$ cat src/rtl/uart_ctrl_pkg.sv
// Shared types and widths for the UART transmit-side control logic.
package uart_ctrl_pkg;

    localparam int UART_DATA_W = 8;
    localparam int TX_CNT_W    = 16;

    typedef enum logic [1:0] {
        IDLE,
        LAUNCH,
        WAIT_ACT,
        WAIT_DONE
    } tx_state_t;

endpackage

$ cat src/rtl/uart_rr_arbiter.sv
// Combinational round-robin picker: the search starts just after last_grant and
// returns the first asserted request as a one-hot vector plus its index.
module uart_rr_arbiter #(
    parameter int NUM_REQ = 4
) (
    input  logic [NUM_REQ-1:0]         req,
    input  logic [$clog2(NUM_REQ)-1:0] last_grant,
    output logic [NUM_REQ-1:0]         grant,
    output logic [$clog2(NUM_REQ)-1:0] grant_idx,
    output logic                       grant_valid
);

    localparam int ID_W = $clog2(NUM_REQ);

    logic [ID_W-1:0] pos;

    // Walk from the farthest candidate to the nearest so the nearest hit wins last.
    always_comb begin
        grant       = '0;
        grant_idx   = '0;
        grant_valid = 1'b0;
        pos         = '0;
        for (int k = NUM_REQ; k >= 1; k--) begin
            if (int'(last_grant) + k >= NUM_REQ) begin
                pos = ID_W'(int'(last_grant) + k - NUM_REQ);
            end else begin
                pos = ID_W'(int'(last_grant) + k);
            end
            if (req[pos]) begin
                grant       = '0;
                grant[pos]  = 1'b1;
                grant_idx   = pos;
                grant_valid = 1'b1;
            end
        end
    end

endmodule

$ cat src/rtl/uart_tx_arbiter.sv
// Shares one UART transmitter among NUM_REQ byte requesters: round-robin accept,
// one-cycle start pulse, then tracks tx_active until the frame completes.
module uart_tx_arbiter
    import uart_ctrl_pkg::*;
#(
    parameter int NUM_REQ      = 4,
    parameter int BUSY_TIMEOUT = 16
) (
    input  logic                           pclk,
    input  logic                           presetn,
    input  logic                           enable,
    input  logic [NUM_REQ-1:0]             req_valid,
    input  logic [NUM_REQ*UART_DATA_W-1:0] req_data,
    output logic [NUM_REQ-1:0]             req_ready,
    output logic                           tx_start,
    output logic [UART_DATA_W-1:0]         tx_data,
    input  logic                           tx_active,
    output logic [$clog2(NUM_REQ)-1:0]     grant_id,
    output logic                           busy,
    output logic                           err_timeout,
    output logic [TX_CNT_W-1:0]            tx_count
);

    localparam int ID_W = $clog2(NUM_REQ);
    localparam int TO_W = $clog2(BUSY_TIMEOUT + 1);

    tx_state_t              state_reg, state_next;
    logic [ID_W-1:0]        last_grant_reg;
    logic [ID_W-1:0]        grant_id_reg;
    logic [UART_DATA_W-1:0] tx_data_reg;
    logic                   tx_start_reg;
    logic                   err_timeout_reg;
    logic [TX_CNT_W-1:0]    tx_count_reg;
    logic [TO_W-1:0]        timeout_cnt_reg;

    logic [NUM_REQ-1:0]     arb_grant;
    logic [ID_W-1:0]        arb_idx;
    logic                   arb_valid;
    logic                   accept;
    logic                   timeout_hit;
    logic                   frame_done;
    logic [UART_DATA_W-1:0] req_bytes [NUM_REQ];

    for (genvar gi = 0; gi < NUM_REQ; gi++) begin : g_unpack
        assign req_bytes[gi] = req_data[gi*UART_DATA_W +: UART_DATA_W];
    end

    uart_rr_arbiter #(
        .NUM_REQ (NUM_REQ)
    ) u_arb (
        .req         (req_valid),
        .last_grant  (last_grant_reg),
        .grant       (arb_grant),
        .grant_idx   (arb_idx),
        .grant_valid (arb_valid)
    );

    always_ff @(posedge pclk or negedge presetn) begin
        if (!presetn) begin
            state_reg <= IDLE;
        end else begin
            state_reg <= state_next;
        end
    end

    // presetn gates req_ready so the handshake is dead while reset is held.
    always_comb begin
        state_next  = state_reg;
        req_ready   = '0;
        accept      = 1'b0;
        timeout_hit = 1'b0;
        frame_done  = 1'b0;
        case (state_reg)
            IDLE: begin
                if (enable && presetn && arb_valid) begin
                    req_ready  = arb_grant;
                    accept     = 1'b1;
                    state_next = LAUNCH;
                end
            end
            LAUNCH: state_next = WAIT_ACT;
            WAIT_ACT: begin
                if (tx_active) begin
                    state_next = WAIT_DONE;
                end else if (timeout_cnt_reg == TO_W'(BUSY_TIMEOUT - 1)) begin
                    timeout_hit = 1'b1;
                    state_next  = IDLE;
                end
            end
            WAIT_DONE: begin
                if (!tx_active) begin
                    frame_done = 1'b1;
                    state_next = IDLE;
                end
            end
            default: state_next = IDLE;
        endcase
    end

    always_ff @(posedge pclk or negedge presetn) begin
        if (!presetn) begin
            last_grant_reg  <= ID_W'(NUM_REQ - 1);
            grant_id_reg    <= '0;
            tx_data_reg     <= '0;
            tx_start_reg    <= 1'b0;
            err_timeout_reg <= 1'b0;
            tx_count_reg    <= '0;
            timeout_cnt_reg <= '0;
        end else begin
            tx_start_reg    <= accept;
            err_timeout_reg <= timeout_hit;
            if (accept) begin
                tx_data_reg     <= req_bytes[arb_idx];
                grant_id_reg    <= arb_idx;
                last_grant_reg  <= arb_idx;
                timeout_cnt_reg <= '0;
            end else if (state_reg == WAIT_ACT) begin
                timeout_cnt_reg <= timeout_cnt_reg + 1'b1;
            end
            if (frame_done) begin
                tx_count_reg <= tx_count_reg + 1'b1;
            end
        end
    end

    assign tx_start    = tx_start_reg;
    assign tx_data     = tx_data_reg;
    assign grant_id    = grant_id_reg;
    assign busy        = (state_reg != IDLE);
    assign err_timeout = err_timeout_reg;
    assign tx_count    = tx_count_reg;

endmodule

$ cat config.mk
export PLATFORM = sky130hd
export DESIGN_NAME = uart_tx_arbiter
export DESIGN_NICKNAME = d
export VERILOG_FILES = /design/src/rtl/uart_ctrl_pkg.sv /design/src/rtl/uart_rr_arbiter.sv /design/src/rtl/uart_tx_arbiter.sv
export SDC_FILE = /design/constraint.sdc
export NUM_CORES = 1
export LEC_CHECK = 0
export ABC_AREA = 1
export CORE_MARGIN = 5
export CORE_UTILIZATION = 47
export CTS_BUF_LIST = sky130_fd_sc_hd__clkbuf_4 sky130_fd_sc_hd__clkbuf_8 sky130_fd_sc_hd__clkbuf_16
export DETAILED_ROUTE_END_ITERATION = 8
export PLACE_DENSITY = 0.85
export SYNTH_ARGS = -nofsm -noshare
export SYNTH_HDL_FRONTEND = slang
export SYNTH_SLANG_ARGS = --single-unit
$ cat constraint.sdc
create_clock -name pclk -period 3.3 [get_ports pclk]
set_clock_uncertainty 0.1 [all_clocks]
set_input_delay 0.66 -clock pclk [delete_from_list [all_inputs] [get_ports pclk]]
set_output_delay 0.66 -clock pclk [all_outputs]
set_load 0.005 [all_outputs]
==> results of run 1 <==
placed cells by master (no fill, tap or decap), types with 6 or more instances in the layout:
cell             netlist  routed
buf_4                  3      14
nand3b_1               8       8
nand3_1               36      35
inv_1                 52      51
dfrtp_1               35      35
nand3_2                5       6
nand2_1               91      90
xor2_1                10      10
nor2_1                13      13
clkdlybuf4s50_1        0      67
ha_1                   8       7
nand2_2                8       9
a21oi_1                8       8
clkbuf_8               0       6
logic make-up after synthesis:
group | synth area share
and+or+nand+nor | 0.360
AOI/OAI and AO/OA | 0.0522
adders and majority gates | 0.0413
DFF | 0.383
buffers and inverters | 0.110
xor gates and xnor gates | 0.0542
per-layer routing:
layer / vias up / track usage / wire, µm
met5: - / 0 / 0
met4: 0 / 0.0548 / 58
met3: 7 / 0.0395 / 385
met2: 70 / 0.335 / 2890
met1: 1035 / 0.212 / 2310
li1: 1178 / - / -
what timing repair did:
action / 4_1_cts / 5_1_grt
setup endpoints to repair: 4 / 3
setup buffers: 2 / 1
pin swaps: 0 / 1
resized for setup: 3 / 5
power breakdown:
group	internal [mW]	total (mW)	leakage (nW)	switching, mW
logic	0.852	2.00	1.30	1.15
clock network	0.174	0.316	0.0477	0.143
registers	0.599	0.707	0.460	0.109
total	1.62	3.02	1.81	1.40
layout make-up:
cell class | instances | area (µm²) | area share
clock buffers | 7 | 90.1 | 0.0265
flip-flops and latches | 37 | 928 | 0.273
repair buffers | 86 | 827 | 0.243
multi-input cells | 222 | 1250 | 0.367
inverters | 58 | 220 | 0.0647
well taps | 70 | 87.6 | 0.0257
metrics by stage:
stage                     hold slack [ps]  std cells
after floorplan                       264        322
after global placement                359        470
after detailed placement              366        470
after CTS                             364        479
after global routing                  385        480
final                                 338        480
worst min path at each step:
stage	cells past startpoint	to	startpoint
2_1_floorplan	0	err_timeout	presetn
3_3_place_gp	1	tx_count[15]	tx_count[15]
3_5_place_dp	2	tx_data[6]	tx_data[6]
4_1_cts	2	timeout_cnt_reg[1]	presetn
5_1_grt	2	tx_count[5]	presetn
6_report	2	tx_count[1]	presetn
critical path, stage by stage:
cell             delay, ps
clkdlybuf4s50_1        470
inv_1                   60
nand2_1                100
nand3_1                 90
nand2_1                100
nor3_1                  60
a21oi_2                160
nand2_2                 90
buf_4                  150
a21oi_1                130
dlygate4sd2_1          260
==> summary.md, run 1 <==
| Metric | Value |
|---|---|
| PwrDens | `889 nW/µm²` |
| CTS tree | `yes` |
| Die height | `just over 80 µm` |
| First-pass GRT wire length | `between 9000 and 10000 µm` |
| RR Endpoint | `tx_data[3]` |
| Yosys top cell area share | `0.362` |
| Crit Path Max Fanout | `3` |
| Netlist cell types | `31` |
| Fin crit period | `approximately 3100 ps` |
| Synth area leader | `dfrtp_1` |
| Critical Path AT | `2340 ps` |
| Final Hold Fails | `0` |
| Core area | `about 5000 µm²` |
| Top cells by instance count after synthesis | `nand2_1 (91), inv_1 (52), nand3_1 (36)` |
| Worst Setup EP | `req_ready[0]` |
| DRT Wirelength | `around 5600 µm` |
| Post-synth EDFFs | `0` |
| Post-DP HPWL | `about 4500 µm` |
| Vias | `2290` |
| Clock root buffer master | `clkbuf_8` |
| Synth Register Bits | `37` |
| Share of layout cells above drive strength 1 | `0.141` |
| Final core utilization | `0.675` |
| CP Launch Type | `input port` |
| Synth Flop Type | `dfrtp_1` |
| DP Worst Slack | `-17.6 ps` |
| Largest net degree at the start of global routing | `38` |
| Post-synthesis cell area | `~2400 µm²` |
| Async SR Flop Fraction | `1.00` |
| Antenna Nets Post-Route | `0` |
| Syn. warnings | `0` |
| Worst Setup Path Type | `in2out` |
| Initial DRC count | `87` |
| I/O pin count | `73` |
| Largest register FFs | `16` |
| Initial antenna violation count | `0` |
| Fillers | `410` |
| Leakage power figure | `1.81 nW` |
| Tightest Pin Transition | `around 450 ps` |
| Worst EP required | `2540 ps` |
| Worst-Skew Late Latency | `~280 ps` |
| Setup tns final | `0 ps` |
| R2R Path Start | `last_grant_reg[1]` |
| Main area contributors after synthesis | `dfrtp_1 (36%), nand2_1 (14%), inv_1 (8.1%), nand3_1 (7.4%), ha_1 (4.1%)` |
| H-tree depth | `2` |
| Total track usage | `0.183` |
| Hold Crit Class | `in2async` |
| Mapped Nets | `370` |
| Design area | `about 3400 µm²` |
| Routed vias/inst | `4.77` |
| Initial DRT Pass Iterations | `4` |
| Relative slew slack | `0.697` |
| Max-cap violations | `0` |
| Placed instance area | `between 3000 and 4000 µm²` |
| Net count, final | `between 400 and 500` |
| Total power | `around 3.0 mW` |
| Fin crit share | `0.939` |
| Starting density of the core | `0.480` |
| Buffers on Ports | `72` |
| Setup crit start | `req_valid[2]` |
| Max-slew violation count | `0` |
| Mean Syn Cell Area | `about 7.5 µm²` |
| Clk slew on worst S/H paths | `around 70 ps` |
| Syn Inst Count | `322` |
| Run status | `finished, final reports clean` |
| Max rail drop VDD | `~0.79 mV` |
| Layout area overhead | `40.4%` |
| Clock tree buffer depth | `2` |
| Drc violations | `0` |
| Hold-fix buffers, CTS | `0` |
| Setup slack, reg-to-reg | `between 900 and 1000 ps` |
| Die area | `6690 µm²` |
| Vias in the first global route | `between 2000 and 2500` |
| Max Clock Freq | `approximately 320 MHz` |
| Crit end category | `primary output` |
| Die Wd | `about 82 µm` |
| CTS Sinks | `37` |
| Count leader, synth | `nand2_1` |
| Routability cong. | `a little under 0.9` |
| TritonCTS Buffers | `5` |
| RSZ-0062 raised after global routing | `false` |
| Final worst slack | `between 200 and 250 ps` |
| Avg WL per Cell | `approximately 12 µm` |
| Antenna Diode Count | `0` |
| Total congestion overflow | `0` |
| Final setup viols | `0` |
| Register-to-Register Path Depth | `16` |
| Register area share after synthesis | `0.383` |
| FP Rows | `26` |
No activity file was read; power rests on OpenSTA's default activity.
==> inputs of run 2 (changes only) <==
CTS_CLUSTER_DIAMETER = 120   (was not set)
GPL_ROUTABILITY_DRIVEN = 0   (was not set)
==> run 2 against run 1 <==
  * Register-to-register slack got worse by 30 ps
  * Sequential power barely moved
  * Largest power group unchanged
  * Fmax fell by 1.3%
  * Total power rose by 3.8%
  * Via count rose by 1.5%
  * Largest cell class unchanged
  * Critical path depth rose by 1
  * Combinational power barely moved
  * Final cell count rose by 0.21%
  * Cell area rose by 0.74%
  * Routed wire length rose by 4.8%
  * Hold slack got worse by 10 ps
  * First-iteration DRC count rose by 95%
==> summary.md, run 2 (synthesized netlist as in run 1, its figures left out) <==
| Metric | Value |
|---|---|
| Run status | `finished, final reports clean` |
| DRT Wirelength | `5910 µm (+4.8%)` |
| Cell type of the slowest stage on the worst timing path | `clkdlybuf4s50_1` |
| Die Wd | `81.8 µm (unchanged)` |
| Core area | `5040 µm² (unchanged)` |
| Total congestion overflow | `0 (unchanged)` |
| Worst EP required | `2540 ps (about the same)` |
| RSZ-0062 raised after global routing | `false` |
| Buffers on Ports | `72 (unchanged)` |
| Clock tree buffer depth | `2 (unchanged)` |
| Relative slew slack | `0.690 (-0.00672)` |
| Clk slew on worst S/H paths | `70 ps (about the same)` |
| Final Hold Fails | `0 (unchanged)` |
| Routed vias/inst | `4.83 (+1.3%)` |
| Most common cell after layout, fill and taps aside | `nand2_1` |
| Die area | `6690 µm² (unchanged)` |
| Vias | `2324 (+1.5%)` |
| Final setup viols | `0 (unchanged)` |
| Hold Crit Class | `in2async` |
| Fin Hold WS | `328 ps (-10.1 ps)` |
| Initial antenna violation count | `0 (unchanged)` |
| Die height | `81.8 µm (unchanged)` |
| Largest net degree at the start of global routing | `38 (unchanged)` |
| Max Clock Freq | `318 MHz (-1.3%)` |
| TritonCTS Buffers | `5 (unchanged)` |
| Post-Layout Cell Count | `481 (+0.21%)` |
| Max incr delay on CP | `400 ps (-70 ps)` |
| Antenna Diode Count | `0 (unchanged)` |
| Fin crit share | `0.952 (+0.0126)` |
| Antenna Nets Post-Route | `0 (unchanged)` |
| H-tree depth | `2 (unchanged)` |
| CTS tree | `yes` |
| Crit path cell chain | `clkdlybuf4s50_1, inv_1, nand2_1, nand3_1, nand2_1, nor3_1, a21oi_2, nand2_2, inv_2, o21ai_0, nor2_1, dlygate4sd2_1` |
| Hold-fix buffers, CTS | `0 (unchanged)` |
| Leading cell types in the layout, fill and taps excluded | `nand2_1 (89), clkdlybuf4s50_1 (67), inv_1 (51)` |
| Initial DRC count | `170 (+95%)` |
| Dpl cells | `470 (unchanged)` |
| Crit end category | `primary output` |
| CTS Sinks | `37 (unchanged)` |
| Starting density of the core | `0.480 (unchanged)` |
| Post-DP HPWL | `4640 µm (+2.3%)` |
| Crit Path Max Fanout | `4 (+1)` |
| Avg WL per Cell | `12.3 µm (+4.6%)` |
| Total power | `3.14 mW (+3.8%)` |
| Worst Setup Path Type | `in2out` |
| Drc violations | `0 (unchanged)` |
| Critical Path AT | `2380 ps (+40 ps)` |
| First-pass GRT wire length | `10500 µm (+6.7%)` |
| Max rail drop VDD | `0.795 mV (+0.52%)` |
| CP Launch Type | `input port` |
| Clock root buffer master | `clkbuf_8` |
| Total track usage | `0.196 (+0.0129)` |
| Register-to-Register Path Depth | `16 (unchanged)` |
| Fillers | `431 (+5.1%)` |
| Initial DRT Pass Iterations | `4 (unchanged)` |
| PwrDens | `916 nW/µm² (+3.1%)` |
| Vias in the first global route | `2413 (+3.3%)` |
| Critical Path Most Common Cell | `nand2_1` |
| Max-slew violation count | `0 (unchanged)` |
| Fin crit period | `3140 ps (+41.7 ps)` |
| Leakage power figure | `1.80 nW (-0.71%)` |
| Layout area overhead | `41.5%` |
| FP Rows | `26 (unchanged)` |
| Setup slack, reg-to-reg | `900 ps (-30 ps)` |
| Tightest Pin Transition | `464 ps (+10.1 ps)` |
| Max-cap violations | `0 (unchanged)` |
| I/O pin count | `73 (unchanged)` |
| Largest register FFs | `16 (unchanged)` |
| Net count, final | `458 (unchanged)` |
| Worst-Skew Late Latency | `280 ps (about the same)` |
| Share of layout cells above drive strength 1 | `0.146 (+0.00452)` |
| Setup tns final | `0 ps (unchanged)` |
[run 2: path summary, 6_finish.rpt]
kind	start	to
setup / recovery	req_valid[3]	req_ready[3]
hold / removal	presetn	state_reg[0]
setup reg to reg	last_grant_reg[1]	tx_data[1]
hold reg to reg	tx_count[15]	tx_count[15]
max in group asynchronous	presetn	last_grant_reg[0]
min in group pclk	tx_count[15]	tx_count[15]
[run 2: report_power, final]
part	switching [mW]	internal (mW)	total, mW
clock	0.155	0.255	0.409
sequential	0.111	0.598	0.710
combinational	1.17	0.846	2.02
total	1.44	1.70	3.14
[run 2: repair_timing]
item / in CTS / in global routing
gates resized for setup: 8 / 1
buffers inserted: 3 / 0
pin swaps: 2 / 0
endpoints found under the setup margin: 4 / 1
[run 2: area by class of cell]
class	count	area, µm²	share of cell area
multi-input cells	222	1250	0.365
flip-flops and latches	37	928	0.271
repair buffers	86	820	0.239
inverters	58	220	0.0643
clock buffers	7	90.1	0.0263
well taps	70	87.6	0.0256
clock inverters	1	30.0	0.00876
[run 2: critical path, delay by kind of cell]
kind / cells / cell delay [ps]
buffers and inverters: 4 / 810
and+or+nand+nor: 6 / 680
AOI/OAI and AO/OA: 2 / 220
[run 2: routing by layer]
layer,global-route usage,vias to the layer above,share of wire
met5,0,-,0
met4,0.0698,0,0.014
met3,0.0461,13,0.076
met2,0.347,75,0.50
met1,0.230,1057,0.41
li1,-,1179,-
[run 2: metrics by stage]
| step | setup WS (ps) | utilization | area (µm²) |
|---|---|---|---|
| 3_3_place_gp | 41.7 | 0.647 | 3260 |
| 2_1_floorplan | 585 | - | 2420 |
| 4_1_cts | 13.3 | 0.679 | 3420 |
| 5_1_grt | 1.90 | 0.680 | 3430 |
| 3_5_place_dp | -61.0 | 0.647 | 3260 |
| 6_report | 160 | 0.680 | 3430 |
==> inputs of run 3 (changes only) <==
CORE_UTILIZATION = 43   (was 47)
PLACE_DENSITY = 0.82   (was 0.85)
RECOVER_POWER = 50   (was not set)
REMOVE_ABC_BUFFERS = 1   (was not set)
clock period = 2.6 ns   (was 3.3 ns; I/O delays follow)
==> run 3 against run 2 <==
  * The flow now finishes with violations (negative setup slack)
  * Non-clock buffer count is 11 higher
  * Critical path depth stayed put
  * Final cell count is 2.7% higher
  * Setup slack worse by 280 ps
  * Core utilization is 4.1 points lower
==> summary.md, run 3 (synthesized netlist as in run 1, its figures left out) <==
| Metric | Value |
|---|---|
| Routed vias/inst | `4.86 (+0.68%)` |
| PwrDens | `1200 nW/µm² (+31%)` |
| Die Wd | `85.1 µm (+4.0%)` |
| Leakage power figure | `1.83 nW (+1.5%)` |
| Final setup viols | `4 (+4)` |
| Drc violations | `0 (unchanged)` |
| Fin crit period | `between 2000 and 3000 ps` |
| CTS Sinks | `37 (unchanged)` |
| Initial antenna violation count | `0 (unchanged)` |
| Starting density of the core | `0.440 (-0.0405)` |
| Crit path cell chain | `inv_4, ha_4, buf_6, nand3_4, nand2_4, nor3_2, a21oi_2, nand2_2, inv_2, o21ai_1, nor2_1, buf_2` |
| Clock tree buffer depth | `2 (unchanged)` |
| DP Worst Slack | `-492 ps (-431 ps)` |
| CP Launch Type | `flip-flop` |
| Most common cell after layout, fill and taps aside | `nand2_1` |
| Antenna Nets Post-Route | `0 (unchanged)` |
| Vias | `2403 (+3.4%)` |
| Critical path's top delay family | `flip-flops` |
| FP Rows | `27 (+3.8%)` |
| RSZ-0062 raised after global routing | `true` |
| Fin crit share | `1.05` |
| Core area | `5510 µm² (+9.2%)` |
| Largest net degree at the start of global routing | `38 (unchanged)` |
| Fin Hold WS | `367 ps (+38.8 ps)` |
| Final Hold Fails | `0 (unchanged)` |
| Tightest Pin Transition | `896 ps (+431 ps)` |
| Setup tns final | `-317 ps (-317 ps)` |
| Vias in the first global route | `2465 (+2.2%)` |
| Antenna Diode Count | `0 (unchanged)` |
| Total track usage | `0.188 (-0.00814)` |
| Worst Setup Path Type | `reg2out` |
| Post-Layout Cell Count | `494 (+2.7%)` |
| Hold Crit Class | `reg2reg` |
| M1 GR Usage | `0.212 (-0.0183)` |
| Failing checks | `negative setup slack` |
| Cell type of the slowest stage on the worst timing path | `dfstp_2` |
| Worst-Skew Late Latency | `290 ps (about the same)` |
| Leading cell types in the layout, fill and taps excluded | `nand2_1 (90), clkdlybuf4s50_1 (60), inv_1 (50)` |
| Clock root buffer master | `clkbuf_8` |
| Dpl cells | `483 (+2.8%)` |
| CTS tree | `yes` |
| First-pass GRT wire length | `11100 µm (+6.1%)` |
| Largest register FFs | `16 (unchanged)` |
| Clk slew on worst S/H paths | `80 ps (about the same)` |
| Die height | `85.1 µm (+4.0%)` |
| Die area | `7230 µm² (+8.1%)` |
| Final core utilization | `0.639 (-0.0407)` |
| Max-slew violation count | `0 (unchanged)` |
| H-tree depth | `2 (unchanged)` |
| Max-cap violations | `0 (unchanged)` |
| Crit Path Max Fanout | `4 (unchanged)` |
| DRT Wirelength | `6390 µm (+8.1%)` |
| GR Util met3 | `0.0340 (-0.0121)` |
| I/O pin count | `73 (unchanged)` |
| Relative slew slack | `0.403 (-0.287)` |
| Final worst slack | `-122 ps (-282 ps)` |
| Fillers | `488 (+13%)` |
| Placed instance area | `3350 µm² (+2.6%)` |
| Crit end category | `primary output` |
| Busiest grt layer | `met2` |
| M2 GR Usage | `0.352 (+0.00517)` |
| Setup slack, reg-to-reg | `250 ps (-650 ps)` |
| Total congestion overflow | `0 (unchanged)` |
| Design area | `3520 µm² (+2.7%)` |
| Worst path bufs/invs | `4 (unchanged)` |
| Max rail drop VDD | `0.595 mV (-25%)` |
| Max Clock Freq | `~370 MHz` |
| Net count, final | `469 (+2.4%)` |
| Post-DP HPWL | `5010 µm (+8.0%)` |
| Share of layout cells above drive strength 1 | `0.178 (+0.0317)` |
| Total power | `4.21 mW (+34%)` |
| Run status | `complete, but fails checks` |
| Buffers on Ports | `72 (unchanged)` |
| Layout area overhead | `45.2%` |
| TritonCTS Buffers | `5 (unchanged)` |
| Initial DRT Pass Iterations | `4 (unchanged)` |
| Avg WL per Cell | `12.9 µm (+5.2%)` |
| Max incr delay on CP | `560 ps (+160 ps)` |
| Initial DRC count | `122 (-28%)` |
| Critical Path AT | `2100 ps (-280 ps)` |
| Worst EP required | `1980 ps (-560 ps)` |
run 3: cell types whose count changed in the layout (fill, tap and decap cells not counted), sizes merged:
cell | previous run | this run
dlygate4sd2 | 3 | 0
clkbuf | 7 | 9
buf | 15 | 26
clkinvlp | 0 | 1
dlymetal6s2s | 1 | 0
clkdlybuf4s50 | 67 | 60
clkinv | 1 | 2
dlygate4sd3 | 0 | 7
run 3: worst paths after layout:
path,cells after the start,start,endpoint
setup / recovery,12,last_grant_reg[0],req_ready[3]
hold / removal,1,tx_count[15],tx_count[15]
setup reg to reg,17,last_grant_reg[0],tx_data[7]
hold reg to reg,1,tx_count[15],tx_count[15]
max in group asynchronous,2,presetn,timeout_cnt_reg[2]
min in group asynchronous,2,presetn,tx_count[4]
run 3: per-layer routing:
metal | up-vias | wire, µm
met5 | - | 0
li1 | 1199 | -
met3 | 11 | 316
met4 | 0 | 111
met2 | 63 | 3480
met1 | 1130 | 2480
run 3: final cells by class:
| type | count | area (µm²) | share of cell area |
|---|---|---|---|
| multi-input cells | 222 | 1290 | 0.366 |
| flip-flops and latches | 37 | 928 | 0.264 |
| repair buffers | 97 | 876 | 0.249 |
| inverters | 58 | 223 | 0.0633 |
| well taps | 72 | 90.1 | 0.0256 |
| clock buffers | 5 | 68.8 | 0.0196 |
| clock inverters | 3 | 46.3 | 0.0132 |
run 3: what timing repair did:
item | CTS | global route
resized for setup | 29 | 4
endpoints found under the setup margin | 4 | 4
pin swaps | 7 | 5
hold buffers | 0 | 0
cloned | 0 | 0
buffers inserted | 3 | 1
run 3: power breakdown:
| part | switching, mW | internal [mW] | total [mW] |
|---|---|---|---|
| combinational | 1.59 | 1.22 | 2.81 |
| sequential | 0.139 | 0.759 | 0.898 |
| clock | 0.217 | 0.287 | 0.504 |
run 3: worst register-to-register path, cell delays in order, from the launching register on:
cell	delay (ps)
dfstp_2	560
inv_4	50
buf_4	150
nand2_1	90
nand3_2	110
nand2_4	90
buf_4	140
inv_2	60
buf_4	140
nand2_1	70
nand2_2	60
nand2_4	170
nand2_4	160
nand2_1	100
nand3_1	70
nand2_1	80
nand2_1	40
nand2_1	50
